`src/rtl/score_packer.sv`:
```
// Requantises signed class scores to offset-binary bytes and packs one frame
// of NUM_CLASS bytes into a wide output word, flagging short and long frames.
//
// state   | meaning
// COLLECT | storing beats into byte slot cnt until the final class arrives
// DRAIN   | discarding the tail of an over-long frame until s_last
module score_packer #(
  parameter int NUM_CLASS = 43,
  parameter int ACC_W     = 32,
  parameter int BYTE_W    = 8,
  parameter int SHIFT     = 8
) (
  input  logic                        clk,
  input  logic                        rst_n,
  input  logic                        s_valid,
  output logic                        s_ready,
  input  logic [ACC_W-1:0]            s_data,
  input  logic                        s_last,
  output logic                        o_valid,
  output logic [NUM_CLASS*BYTE_W-1:0] o_data,
  output logic                        o_err,
  output logic [15:0]                 o_frames
);

  localparam int CNT_W   = (NUM_CLASS > 1) ? $clog2(NUM_CLASS) : 1;
  localparam int XW      = ACC_W + 1;
  localparam int RND_POS = (SHIFT > 0) ? SHIFT - 1 : 0;

  localparam logic [CNT_W-1:0]     LAST_SLOT = CNT_W'(NUM_CLASS - 1);
  localparam logic signed [XW-1:0] RND       = (SHIFT > 0) ? (XW'(1) << RND_POS) : '0;
  localparam logic signed [XW-1:0] SAT_HI    = XW'(127);
  localparam logic signed [XW-1:0] SAT_LO    = XW'(-128);

  typedef enum logic {
    COLLECT = 1'b0,
    DRAIN   = 1'b1
  } state_t;

  state_t state, state_nxt;

  logic [CNT_W-1:0]                   cnt, cnt_nxt;
  logic [NUM_CLASS-1:0][BYTE_W-1:0]   coll;
  logic [NUM_CLASS-1:0][BYTE_W-1:0]   frame_bytes;

  logic                 accept;
  logic                 wr_en;
  logic                 good;
  logic                 err;
  logic signed [XW-1:0] ext;
  logic signed [XW-1:0] sum;
  logic signed [XW-1:0] shr;
  logic [7:0]           byte_q;

  assign s_ready = rst_n;
  assign accept  = s_valid && s_ready;

  // One extra bit of headroom so the rounding add can never overflow.
  always_comb begin
    ext = {s_data[ACC_W-1], s_data};
    sum = ext + RND;
    shr = sum >>> SHIFT;
    if (shr > SAT_HI) begin
      byte_q = 8'hFF;
    end else if (shr < SAT_LO) begin
      byte_q = 8'h00;
    end else begin
      byte_q = {~shr[7], shr[6:0]};
    end
  end

  // The final class goes straight from the live beat into the output word.
  always_comb begin
    frame_bytes                = coll;
    frame_bytes[NUM_CLASS-1]   = byte_q;
  end

  always_comb begin
    state_nxt = state;
    cnt_nxt   = cnt;
    wr_en     = 1'b0;
    good      = 1'b0;
    err       = 1'b0;
    if (accept) begin
      case (state)
        COLLECT: begin
          if (cnt == LAST_SLOT && s_last) begin
            good    = 1'b1;
            cnt_nxt = '0;
          end else if (s_last) begin
            err     = 1'b1;
            cnt_nxt = '0;
          end else if (cnt == LAST_SLOT) begin
            err       = 1'b1;
            cnt_nxt   = '0;
            state_nxt = DRAIN;
          end else begin
            wr_en   = 1'b1;
            cnt_nxt = cnt + 1'b1;
          end
        end
        DRAIN: begin
          if (s_last) begin
            state_nxt = COLLECT;
          end
        end
        default: begin
          state_nxt = COLLECT;
          cnt_nxt   = '0;
        end
      endcase
    end
  end

  always_ff @(posedge clk or negedge rst_n) begin
    if (!rst_n) begin
      state    <= COLLECT;
      cnt      <= '0;
      coll     <= '0;
      o_valid  <= 1'b0;
      o_err    <= 1'b0;
      o_data   <= '0;
      o_frames <= '0;
    end else begin
      state   <= state_nxt;
      cnt     <= cnt_nxt;
      o_valid <= good;
      o_err   <= err;
      if (wr_en) begin
        coll[cnt] <= byte_q;
      end
      if (good) begin
        o_data   <= frame_bytes;
        o_frames <= o_frames + 16'd1;
      end
    end
  end

endmodule

```
`config.mk`:
```
export PLATFORM = sky130hd
export DESIGN_NAME = score_packer
export DESIGN_NICKNAME = d
export VERILOG_FILES = /design/src/rtl/score_packer.sv
export SDC_FILE = /design/constraint.sdc
export NUM_CORES = 1
export LEC_CHECK = 0
export ABC_CLOCK_PERIOD_IN_PS = 3400
export BUFFER_PORTS_ARGS = -buffer_cell sky130_fd_sc_hd__buf_2
export CAP_MARGIN = 20
export CORE_AREA = 5 5 228 230
export CTS_BUF_LIST = sky130_fd_sc_hd__clkbuf_16
export CTS_CLUSTER_SIZE = 40
export DETAILED_ROUTE_END_ITERATION = 12
export DIE_AREA = 0 0 233 235
export GPL_TIMING_DRIVEN = 0
export PLACE_DENSITY = 0.79
export SLEW_MARGIN = 20
export SYNTH_ARGS = -nofsm -noshare
export SYNTH_HDL_FRONTEND = slang
export SYNTH_SLANG_ARGS = --single-unit
```
`constraint.sdc`:
```
create_clock -name clk -period 3.4 [get_ports clk]
set_input_delay 0.51 -clock clk [delete_from_list [all_inputs] [get_ports clk]]
set_output_delay 0.51 -clock clk [all_outputs]
set_load 0.005 [all_outputs]
```
==> impl_metrics.py <==
metrics = {
    "power_and_ir_drop": {
        "pwr-share-seq_pct": 51.2,
        "intPower_w": 0.0134,
        "irDropWorstVdd_mv": 0.359,
        "cellPowerDensity_nw_per_um2": 523,
        "p_leak_nw": 18.0,
        "clockPowerShare_pct": 42.6,
        "combPwrFrac_pct": 6.3,
        "power.switching_w": 0.00417,
        "sw_frac_of_total_pct": 23.8,
    },
    "worst_setup_path": {
        "worstSetupEndpointType": "register",
        "critPathKind": "reg -> reg",
        "startpoint": "cnt[0]",
        "r2r_start": "cnt[0]",
        "cp_max_fo": 10,
        "required_ns": 3.89,
        "cp.arrival_ns": 3.88,
        "cp-start-kind": "register",
    },
    "clocking": {
        "insertion_delay_ns": 0.61,
        "cts.sinks": 705,
        "clkSlewWorstSetupHoldPaths_ns": 0.06,
        "clockBufferDepth": 3,
        "cts-root-buf": "clkbuf_16",
        "h-tree-depth": 3,
        "cts_tree": "yes",
        "cts_buffers": 72,
    },
    "timing": {
        "post-route-period-util_pct": 99.7,
        "grt_setup_unrepaired": "true",
        "fin_skew_ns": 0.0174,
        "fin_setup_tns_ns": 0,
        "slew_headroom_pct": 41.5,
        "fmax_ghz": 0.295,
        "timing.final.max_slew_violations": 0,
        "post-route-min-period_ns": 3.39,
        "hold_viol_final": 0,
        "tightestPinTransition_ns": 0.878,
        "setup_violations": 0,
    },
    "placed_design": {
        "place.port_buffers": 389,
        "gp_congestion": 0.898,
        "dpl.hpwl_mm": 58.1,
        "place_inst": 3952,
    },
    "global_routing": {
        "grt_pass1_vias": 24300,
        "grt_first_pass_wirelength_mm": 135,
        "track_usage_pct": 31.4,
        "grt-ovfl-total": 0,
        "antenna_found_initial": 2,
        "grt_max_degree": 107,
    },
    "logic_synthesis": {
        "synth_adder_area_share_pct": 0.312,
        "synth-edff-count": 0,
        "synth_xor_area_share_pct": 0.717,
        "syn-cell-area_sq_um": 28100,
        "ys.flop_type": "dfrtp_1",
        "async_flop_share_pct": 100,
        "yosys.area.top_type_share_pct": 62.8,
        "synthMuxAreaShare_pct": 0.111,
        "synth.avg_cell_area_sq_um": 9.74,
        "yosys.area_share.simple_pct": 21.4,
        "ys_seq_elements": 705,
        "syn_nets": 2927,
        "yosysWarnings": 0,
        "synthTopCellsByArea": "dfrtp_1 (63%), nand2_1 (14%), a41oi_1 (8.1%), nor2_1 (5.3%), clkbuf_1 (2.1%)",
        "yosysUniqueCellTypes": 53,
        "synth_compound_area_share_pct": 10.7,
        "seq_area_frac_synth_pct": 62.8,
        "synth.largest_area_cell": "dfrtp_1",
        "postSynthCellCount": 2884,
        "synth_top_family_by_area": "simple AND/OR/NAND/NOR gates",
        "synth_most_common_cell": "nand2_1",
        "synthTopCellsByCount": "nand2_1 (1046), dfrtp_1 (705), nor2_1 (398), a41oi_1 (260), clkbuf_1 (156)",
    },
    "outcome": {
        "status": "complete, no violations",
    },
    "floorplanning": {
        "core_sq_um": 49700,
        "fp.dieW_um": 233,
        "initial_core_util_pct": 56.5,
        "io-pin-count": 399,
        "die_area_sq_um": 54800,
        "fp-row-count": 82,
        "fp.dieH_um": 235,
    },
    "worst_hold_path": {
        "hp-class": "in -> reg",
        "hold_start": "s_last",
    },
    "route": {
        "avgRoutedWirePerCell_um": 21.2,
        "post-route-drc-count": 0,
        "drtAntennaViolNets": 0,
        "drtIter0Drc": 2492,
        "first_pass_iters": 8,
        "wirelength_mm": 86.6,
        "vias_per_cell": 5.89,
        "via_count": 24000,
    },
    "job": {
        "max_cap_viol_count": 0,
    },
    "final_layout": {
        "syn_to_final_growth_pct": 19.3,
        "nNetsFinal": 3401,
        "fin_cells": 4076,
        "final_layout_size_suffix_gt1_share_pct": 18.7,
    },
}
critical path, cell delays in order (launching register included):
cell	delay [ns]
dfrtp_1	0.35
clkbuf_1	0.36
inv_1	0.11
ha_1	0.21
nor3b_2	0.18
inv_1	0.08
ha_1	0.15
and2_1	0.27
nand3_2	0.44
nor2_2	0.44
clkbuf_1	0.38
nor2_1	0.10
a41oi_1	0.22
timing repair:
action                                  4_1_cts  5_1_grt
endpoints found under the setup margin      413      432
hold endpoints to repair                     65        0
hold buffers                                  2        0
resized for setup                            13       93
buffers inserted                              2        0
per-layer routing:
| metal | share of wire (%) | vias to the layer above | track usage (%) |
|---|---|---|---|
| met4 | 4.0 | 2 | 13.6 |
| met5 | 0.0081 | - | 0 |
| met1 | 40 | 11800 | 43.1 |
| met3 | 9.0 | 253 | 6.36 |
| met2 | 47 | 1292 | 49.3 |
| li1 | - | 10600 | - |
path summary, 6_finish.rpt:
| kind | end | slack (ns) | cells after the start |
|---|---|---|---|
| worst max-delay path | coll[106] | 0.01 | 12 |
| worst min-delay path | state | 0.19 | 2 |
| worst max register to register | coll[106] | 0.01 | 12 |
| worst min register to register | o_data[63] | 0.47 | 2 |
| max in group asynchronous | o_data[205] | 1.16 | 6 |
| min in group asynchronous | coll[47] | 0.57 | 3 |
stage by stage:
stage | cell area [sq um] | utilization [%] | total power, W | worst slack [ns] | hold slack (ns)
after detailed placement | 31100 | 62.6 | 0.0102 | -1.19 | 0.454
after global routing | 33500 | 67.5 | 0.0181 | -0.173 | 0.169
after floorplan | 28100 | - | 0.00963 | 0.512 | 0.214
after global placement | 30900 | 62.2 | 0.0101 | -12.30 | 0.451
final | 33500 | 67.5 | 0.0175 | 0.00981 | 0.190
after CTS | 33300 | 67.1 | 0.0175 | -0.0667 | 0.160
area by class of cell:
| type | instances | area [sq um] |
|---|---|---|
| clock inverters | 44 | 302 |
| flip-flops and latches | 705 | 17600 |
| fillers | 3815 | 16200 |
| well taps | 672 | 841 |
| multi-input cells | 1949 | 9490 |
| repair buffers | 400 | 2200 |
| inverters | 7 | 26.3 |
| diodes | 1 | 2.50 |
| plain buffers | 223 | 1110 |
| clock buffers | 75 | 1880 |
cells in the final DEF, fill, tap and decap left out, types with 11 or more instances in the layout:
cell	count
clkbuf_2	24
inv_1	19
a31oi_1	46
clkbuf_16	75
clkbuf_1	128
xnor2_1	19
nand2_1	1042
nor2_2	30
a21oi_1	42
buf_6	25
buf_2	424
clkinv_1	17
dfrtp_1	705
nand3_1	19
nor2_1	363
and3_1	11
a41oi_1	260
registers in the layout (all words and copies together), names as in the netlist:
signal and flops:
o_data 344, o_frames 16, o_err 1, coll 336, cnt 6, o_valid 1, state 1
power by group through the flow:
stage	registers (W)	logic (W)	clock network [W]
floorplan	0.00903	0.000594	0
global placement	0.00910	0.000974	0
detailed placement	0.00910	0.00105	0
CTS	0.00896	0.00107	0.00751
global route	0.00900	0.00122	0.00788
finish	0.00897	0.00110	0.00746
cells by family (layout without fill, tap and decap cells):
group,after synthesis,in the layout
AND/OR/NAND/NOR,1537,1537
flip-flops,705,705
AO/OA/AOI/OAI,379,379
buffers and inverters,230,749
XOR/XNOR,23,23
adder cells (fa/ha/maj),7,7
multiplexers,3,3
other,0,1
No activity file was read; power rests on OpenSTA's default activity.
